[src/rtl/w4a8_pkg.sv]
// Shared types and the int4 -> int8 conversion for the W4A8 weight unpack path.
package w4a8_pkg;

    localparam int unsigned NIBBLE_W = 4;
    localparam int unsigned INT8_W   = 8;

    typedef enum logic [2:0] {
        IDLE,
        ZP_WAIT,
        LOAD,
        EMIT,
        DONE
    } state_e;

    // mode 0: signed int4; mode 1: unsigned nibble minus zero-point (range -15..15, no overflow)
    function automatic logic [INT8_W-1:0] int4_to_int8(
        input logic [NIBBLE_W-1:0] nib,
        input logic [NIBBLE_W-1:0] zp,
        input logic                mode
    );
        logic [INT8_W-1:0] res;
        if (mode) begin
            res = {4'b0000, nib} - {4'b0000, zp};
        end else begin
            res = {{4{nib[3]}}, nib};
        end
        return res;
    endfunction

endpackage

[src/rtl/w4_nibble_conv.sv]
// Combinational LANES-wide int4 -> int8 expander.
module w4_nibble_conv
    import w4a8_pkg::*;
#(
    parameter int unsigned LANES = 32
) (
    input  logic [LANES*NIBBLE_W-1:0] nib_vec,
    input  logic [NIBBLE_W-1:0]       zp,
    input  logic                      mode,
    output logic [LANES*INT8_W-1:0]   int8_vec
);

    // One converter per output lane
    for (genvar k = 0; k < LANES; k++) begin : g_lane
        assign int8_vec[k*INT8_W +: INT8_W] =
            int4_to_int8(nib_vec[k*NIBBLE_W +: NIBBLE_W], zp, mode);
    end

endmodule

[src/rtl/w4_unpack_stage.sv]
// Unpacks 256-bit int4 weight words into two int8 beats per word, with optional
// per-group zero-point subtraction, framed by ap_start / last_out / done.
module w4_unpack_stage
    import w4a8_pkg::*;
#(
    parameter int unsigned IN_WIDTH    = 256,
    parameter int unsigned LANES       = IN_WIDTH / 8,
    parameter int unsigned GROUP_BEATS = 2,
    parameter int unsigned LEN_W       = 16
) (
    input  logic                clk,
    input  logic                areset_n,
    input  logic                ap_start,
    input  logic [LEN_W-1:0]    num_words,
    input  logic                zp_mode,
    input  logic [IN_WIDTH-1:0] wt_data_in,
    input  logic                wt_valid_in,
    output logic                wt_ready_out,
    input  logic [3:0]          zp_in,
    input  logic                zp_valid_in,
    output logic                zp_ready_out,
    output logic [IN_WIDTH-1:0] data_out,
    output logic                valid_out,
    output logic                last_out,
    input  logic                ready_in,
    output logic                done
);

    localparam int unsigned HALF_W = IN_WIDTH / 2;
    localparam int unsigned GRP_W  = (GROUP_BEATS > 1) ? $clog2(GROUP_BEATS) : 1;

    state_e              state_q;
    logic [IN_WIDTH-1:0] buf_q;
    logic [3:0]          zp_q;
    logic                phase_q;
    logic [LEN_W-1:0]    word_cnt_q;
    logic [LEN_W-1:0]    num_words_q;
    logic [GRP_W-1:0]    grp_cnt_q;
    logic                zp_mode_q;

    logic                is_final;
    logic                grp_wrap;
    logic                out_fire;
    logic                wt_fire;
    logic                zp_fire;
    logic [HALF_W-1:0]   half_sel;
    logic [IN_WIDTH-1:0] conv_out;

    // Frame position decode and handshakes
    always_comb begin
        is_final     = (word_cnt_q == (num_words_q - LEN_W'(1)));
        grp_wrap     = (grp_cnt_q == GRP_W'(GROUP_BEATS - 1));
        valid_out    = (state_q == EMIT);
        zp_ready_out = (state_q == ZP_WAIT);
        done         = (state_q == DONE);
        last_out     = valid_out & phase_q & is_final;
        // Ready during the second beat lets the next word load with no bubble
        wt_ready_out = (state_q == LOAD) |
                       (valid_out & phase_q & ready_in & ~is_final & ~(grp_wrap & zp_mode_q));
        out_fire     = valid_out & ready_in;
        wt_fire      = wt_valid_in & wt_ready_out;
        zp_fire      = zp_valid_in & zp_ready_out;
        half_sel     = phase_q ? buf_q[IN_WIDTH-1:HALF_W] : buf_q[HALF_W-1:0];
        data_out     = valid_out ? conv_out : '0;
    end

    w4_nibble_conv #(
        .LANES (LANES)
    ) u_conv (
        .nib_vec  (half_sel),
        .zp       (zp_q),
        .mode     (zp_mode_q),
        .int8_vec (conv_out)
    );

    // Frame FSM; ap_start overrides every state and drops any in-flight beat
    always_ff @(posedge clk or negedge areset_n) begin
        if (!areset_n) begin
            state_q     <= IDLE;
            buf_q       <= '0;
            zp_q        <= '0;
            phase_q     <= 1'b0;
            word_cnt_q  <= '0;
            num_words_q <= '0;
            grp_cnt_q   <= '0;
            zp_mode_q   <= 1'b0;
        end else if (ap_start) begin
            num_words_q <= num_words;
            zp_mode_q   <= zp_mode;
            buf_q       <= '0;
            phase_q     <= 1'b0;
            word_cnt_q  <= '0;
            grp_cnt_q   <= '0;
            if (num_words == '0) begin
                state_q <= DONE;
            end else if (zp_mode) begin
                state_q <= ZP_WAIT;
            end else begin
                state_q <= LOAD;
            end
        end else begin
            case (state_q)
                IDLE: ;
                ZP_WAIT: begin
                    if (zp_fire) begin
                        zp_q    <= zp_in;
                        state_q <= LOAD;
                    end
                end
                LOAD: begin
                    if (wt_fire) begin
                        buf_q   <= wt_data_in;
                        phase_q <= 1'b0;
                        state_q <= EMIT;
                    end
                end
                EMIT: begin
                    if (out_fire) begin
                        if (!phase_q) begin
                            phase_q <= 1'b1;
                        end else begin
                            word_cnt_q <= word_cnt_q + LEN_W'(1);
                            grp_cnt_q  <= grp_wrap ? '0 : grp_cnt_q + GRP_W'(1);
                            if (is_final) begin
                                state_q <= DONE;
                            end else if (grp_wrap && zp_mode_q) begin
                                state_q <= ZP_WAIT;
                            end else if (wt_valid_in) begin
                                buf_q   <= wt_data_in;
                                phase_q <= 1'b0;
                            end else begin
                                state_q <= LOAD;
                            end
                        end
                    end
                end
                DONE:    state_q <= IDLE;
                default: state_q <= IDLE;
            endcase
        end
    end

endmodule
[config.mk]
export PLATFORM = sky130hd
export DESIGN_NAME = w4_unpack_stage
export DESIGN_NICKNAME = d
export VERILOG_FILES = /design/src/rtl/w4a8_pkg.sv /design/src/rtl/w4_nibble_conv.sv /design/src/rtl/w4_unpack_stage.sv
export SDC_FILE = /design/constraint.sdc
export NUM_CORES = 1
export LEC_CHECK = 0
export ABC_AREA = 1
export CAP_MARGIN = 30
export CORE_MARGIN = 3
export CORE_UTILIZATION = 52
export DETAILED_ROUTE_END_ITERATION = 7
export PLACE_DENSITY = 0.83
export SYNTH_ARGS = -nofsm -noshare
export SYNTH_HDL_FRONTEND = slang
export SYNTH_HIERARCHICAL = 1
export SYNTH_SLANG_ARGS = --single-unit
[constraint.sdc]
create_clock -name clk -period 5 [get_ports clk]
set_input_delay 1.5 -clock clk [delete_from_list [all_inputs] [get_ports clk]]
set_output_delay 1.5 -clock clk [all_outputs]
set_load 0.1 [all_outputs]
Word-level counts from Yosys, hierarchy flattened
Cells that the tools add are included.
Widths: inputs -> output; s select.

word-level totals
  ROM bits = 0
  memories kept = 0
  latch bits = 0
  RAM bits = 0
  word-level logic and storage cells = 152
  register bits after elaboration = 298
  output and inout port bits = 261

operators by class
  mux-type cells = 70
  multiply operators = 0
  bitwise operators = 13
  shifts and indexed selects = 0
  add/sub/neg operators = 35
  div/mod/pow operators = 0
  reduce and logical (&&, ||, !) cells = 12
  equality and inequality tests = 14
  magnitude comparators = 0

operators with widths
  kind                   number
  $mux 256               8
  $pmux 256 s2           1
  $mux 8                 32
  $sub 4x4->5            32
  $mux 128               1
  $mux 16                4
  $mux 3                 9
  $add 16x1->16 const B  1
  $eq 16x16->1           1
  $logic_not 16->1       1
  $sub 16x1->16 const B  1
  $mux 1                 12
  $ne 3x3->1 const B     4
  $pmux 3 s4             1
  $and 1x1->1            9
  $ne 3x2->1 const B     3
  $reduce_and 3->1       3
  $reduce_and 7->1       1
  $eq 3x2->1 const B     2
  $reduce_and 6->1       1
  $reduce_bool 2->1      3
  $ne 5x3->1 const B     1
  $eq 3x1->1 const B     1
  $eq 3x3->1 const B     1
  9 further kinds        11

Depth between registers and ports, before layout
  depth after elaboration = 10
  depth in mapped cells = 19
  gate-level depth less buffers = 18

Hierarchy
The synthesis kept the hierarchy.

modules (own cells, without submodules)
  module           sequential area each (um^2)  cells an instance  area an instance (um^2)  instances
  w4_unpack_stage  7,457.2                      2,467              16,557.1                 1
  w4_nibble_conv   0.0                          1,123              6,615.1                  1

Worst setup path after synthesis
Ideal clock, no wire load.

  path kind = register -> output
  start point = register zp_q[1]
  end point = output port data_out[195]
  required time = 3.500 ns
  path slack = -0.574 ns
  stages on the path, launching flop included = 10
  data arrival time = 4.074 ns
  cell sequence = dfrtp_1 -> inv_1 -> ha_1 -> nand3_1 -> nand2_1 -> nand2_1 -> nand3_1 -> nand2_1 -> inv_1 -> nor2_1

on the way
  cells in the longest elaborated chain, start to end = 3

ends and longest elaborated chain
  what                     line                    RTL
  start, declared          w4_unpack_stage.sv:34   logic [3:0] zp_q;
  start signal, assigned   w4_unpack_stage.sv:106  zp_q <= zp_in;
  $sub 4x4->5              w4a8_pkg.sv:23          res = {4'b0000, nib} - {4'b0000, zp};
  $mux 8                   w4a8_pkg.sv:22          if (mode) begin
  named net conv_out[195]  w4_unpack_stage.sv:47   logic [IN_WIDTH-1:0] conv_out;
  $mux 256                 w4_unpack_stage.sv:64   data_out = valid_out ? conv_out : '0;
  end, declared            w4_unpack_stage.sv:22   output logic [IN_WIDTH-1:0] data_out,

The timed path passes the listed nets, and every way through them passes these cells.

Worst setup path in the final report
  start point = register zp_q[0]
  end point = output port data_out[102]

on the way
  cells in the longest elaborated chain, start to end = 3

ends and longest elaborated chain
  what         line
  $sub 4x4->5  w4a8_pkg.sv:23
  $mux 8       w4a8_pkg.sv:22
  $mux 256     w4_unpack_stage.sv:64

No other way between the ends.

==> results_dict.tcl <==
set metrics [dict create \
    status "completed" \
    area_growth_pct 43.3 \
    whs_path_depth 2 \
    r2r_end "buf_q[22]$_DFFE_PN0P_" \
    grt_pass1_vias 23189 \
    seqCellArea_mm2 0.00747 \
    hpwl_mm 56.3 \
    yosysUniqueCellTypes 37 \
    ir_drop_v 0.000394 \
    power_density_mw_per_mm2 686 \
    r2r-start "num_words_q[0]$_DFFE_PN0P_" \
    grt_max_degree 128 \
    hold_violations 0 \
    cts_inserted_buffers 36 \
    core-area_mm2 0.0436 \
    io_pins 544 \
    reg2regPathDepth 14 \
    crit_type "flop to output pin" \
    yosys_warnings 6 \
    arrival_ns 3.29 \
    clock-sinks 298 \
    p_seq_share_pct 16.2 \
    num_rows 76 \
    clkPwrFrac_pct 11.9 \
    cap_violations 0 \
    drtIter0Drc 1930 \
    rsz0062_at_grt "yes" \
    fin_hold_ws_ns 0.484 \
    multi_input_area_mm2 0.0136 \
    ant_nets 0 \
    reg2reg_slack_ns 1.60 \
    cts_root_buf "clkbuf_16" \
    fin_skew_ns 0.0302 \
    worstMarginPinSlew_ns 0.997 \
    clk_pin_slew_ns 0.06 \
    stdcell_count 4571 \
    crit_chain "buf_4 > ha_1 > inv_1 > fa_1 > nand2_1 > inv_1 > o21ai_0 > nand2_1 > nand2_1 > inv_1 > nor2_4 > buf_12" \
    cp_num_buf_inv 5 \
    holdCritStartpoint "buf_q[179]$_DFFE_PN0P_" \
    synth_top_area_share_pct 32.2 \
    worstSetupEndpointType "output pin" \
    die_area_mm2 0.0471 \
    grt-ovfl-total 0 \
    switching_share_pct 55.8 \
    holdBufCountCts 0 \
    critPathMaxFanout 18 \
    intPower_w 0.0101 \
    htreeDepth 2 \
    track_usage_pct 31.9 \
    synth_seq_cells 298 \
    synth.area.top_cells "dfrtp_1, nand2_1, inv_1" \
    final_layout_size_suffix_gt1_share_pct 16.0 \
    utilization_pct 76.2 \
    port_buffers 543 \
    clockBufferDepth 3 \
    dp_slack_ns 0.648 \
    postSynthAreaPerCell_um2 6.45 \
    synth_top_area_cell "dfrtp_1" \
    slowest_stage "dfrtp_4" \
    drtPass1Iterations 6 \
    relSlewSlack_pct 33.3 \
    clk_latency_ns 0.56 \
    p_leak_nw 16.2 \
    finalSetupViolations 0 \
    hold_class "flop to flop" \
    syn_nets 4035 \
    crit_path_start_kind "flop" \
    via_per_inst 5.28 \
    final_nets 4387 \
    syn_inst 3590 \
    post-route-period-util_pct 95.8 \
    via_count 24137 \
    power_switching_w 0.0127 \
    combinationalPowerShare_pct 71.9 \
    chipWidth_um 217 \
    fillers 3055 \
    max_freq_mhz 209 \
    setup_slack_ns 0.210 \
    min_period_ns 4.79 \
    hold_end "buf_q[179]$_DFFE_PN0P_" \
    grt_first_pass_wirelength_mm 121 \
    wl_per_cell_um 16.8 \
    critPathRequiredTime_ns 3.50 \
    initial_utilization_pct 53.2 \
    drc 0 \
    timing.setup.tns_ns 0 \
    syn_area_mm2 0.0232 \
    wl_mm 76.8 \
    gp_congestion 0.904 \
    antenna_found_initial 20 \
    place_inst 4486 \
    finalMaxSlewViolations 0 \
    ys_seq_area_share_pct 32.2 \
    crit_family "buffers and inverters" \
    fp.dieH_um 217 \
    slowest_delay_ns 0.64 \
    cts_tree "done" \
]
==> registers in the layout, summed over array words and instances, names as in the netlist <==
name / flops
grp_cnt_q: 1
zp_mode_q: 1
word_cnt_q: 16
zp_q: 4
state_q: 3
num_words_q: 16
buf_q: 256
phase_q: 1
==> stage by stage <==
stage	cell area, um2	total power (W)
CTS	33100	0.0227
finish	33200	0.0228
global route	33200	0.0244
detailed placement	31900	0.0199
global placement	31900	0.0194
floorplan	24400	0.0159
==> synth_stat cells, drive strengths merged <==
library cell,count
nand3,107
nand4,8
fa,32
mux2,4
or2,17
inv,439
nand3b,5
a21oi,34
nand2,1444
ha,130
o31ai,32
o22ai,1
and2,1
clkbuf,95
a211oi,4
nor3,14
xnor2,5
o21bai,1
o21ai,344
dfrtp,298
xor2,7
nor2,381
buf,180
nor4,7
==> worst min-delay path, delay by kind of cell (launching register included) <==
family,cells,cell delay (ns)
and+or+nand+nor,1,0.05
AOI/OAI and AO/OA,1,0.05
DFF,1,0.34
==> kinds of logic after synthesis <==
group	share of synthesized area, %
flops	32.2
mux	0.194
fa+ha+maj	9.78
buf+inv	14.5
simple gates	33.5
xor+xnor	0.454
compound gates	9.41
==> final cells by class <==
type	count	area share (%)
Timing Repair Buffer	589	25.6
Antenna cell	18	0.136
Inverter	439	5.06
Clock inverter	16	0.592
Tap cell	585	2.20
Clock buffer	48	3.04
Multi-Input combinational cell	2578	40.9
Sequential cell	298	22.5
==> power by group through the flow <==
stage | Sequential (W) | Clock, W | Combinational [W]
2_1_floorplan | 0.00355 | 0 | 0.0124
3_3_place_gp | 0.00367 | 0 | 0.0157
3_5_place_dp | 0.00370 | 0 | 0.0162
4_1_cts | 0.00367 | 0.00275 | 0.0163
5_1_grt | 0.00377 | 0.00284 | 0.0178
6_report | 0.00368 | 0.00271 | 0.0164
==> cell usage in the layout (no fill, tap or decap), types with 5 or more instances in the layout <==
cell and count:
fa_1 32, clkinv_2 9, nand2_2 6, clkdlybuf4s50_1 284, a21oi_1 34, buf_4 36, nor3_1 13, o31ai_1 32
or2_2 17, nand2_1 1437, dfrtp_1 295, xnor2_1 5, ha_1 130, xor2_1 7, nand3b_1 5, clkbuf_16 38
nor4_1 6, nand3_1 105, buf_12 267, o21ai_1 114, inv_1 430, clkbuf_1 8, nor2_4 127, nand4_1 8
nor2_1 152, diode_2 18, o21ai_0 230, nor2_2 102
==> worst max-delay path by stage <==
stage                                   start  depth (start not counted)  slack [ns]            end
final                     zp_q[0]$_DFFE_PN0P_                         12        0.21  data_out[102]
after global routing      phase_q$_DFFE_PN0P_                         15       -0.02  data_out[204]
after CTS                 phase_q$_DFFE_PN0P_                         13        0.03  data_out[106]
after detailed placement  phase_q$_DFFE_PN0P_                         13        0.65  data_out[106]
after global placement    phase_q$_DFFE_PN0P_                         16        0.75   data_out[78]
after floorplan           zp_q[1]$_DFFE_PN0P_                          9       -0.19  data_out[195]
==> timing repair <==
| action | in CTS | in global routing |
|---|---|---|
| setup endpoints to repair | 0 | 100 |
| buffers inserted | 0 | 2 |
| gates resized for setup | 0 | 6 |
==> per-layer routing <==
layer / GRT usage, % / share of wire, % / wire (um) / up-vias
met5: 0 / 0.081 / 62 / -
li1: - / - / - / 11666
met2: 54.3 / 49 / 37800 / 1059
met3: 5.82 / 7.4 / 5680 / 244
met4: 16.6 / 5.3 / 4070 / 10
met1: 38.7 / 38 / 29200 / 11158
(Power assumes the default switching activity.)
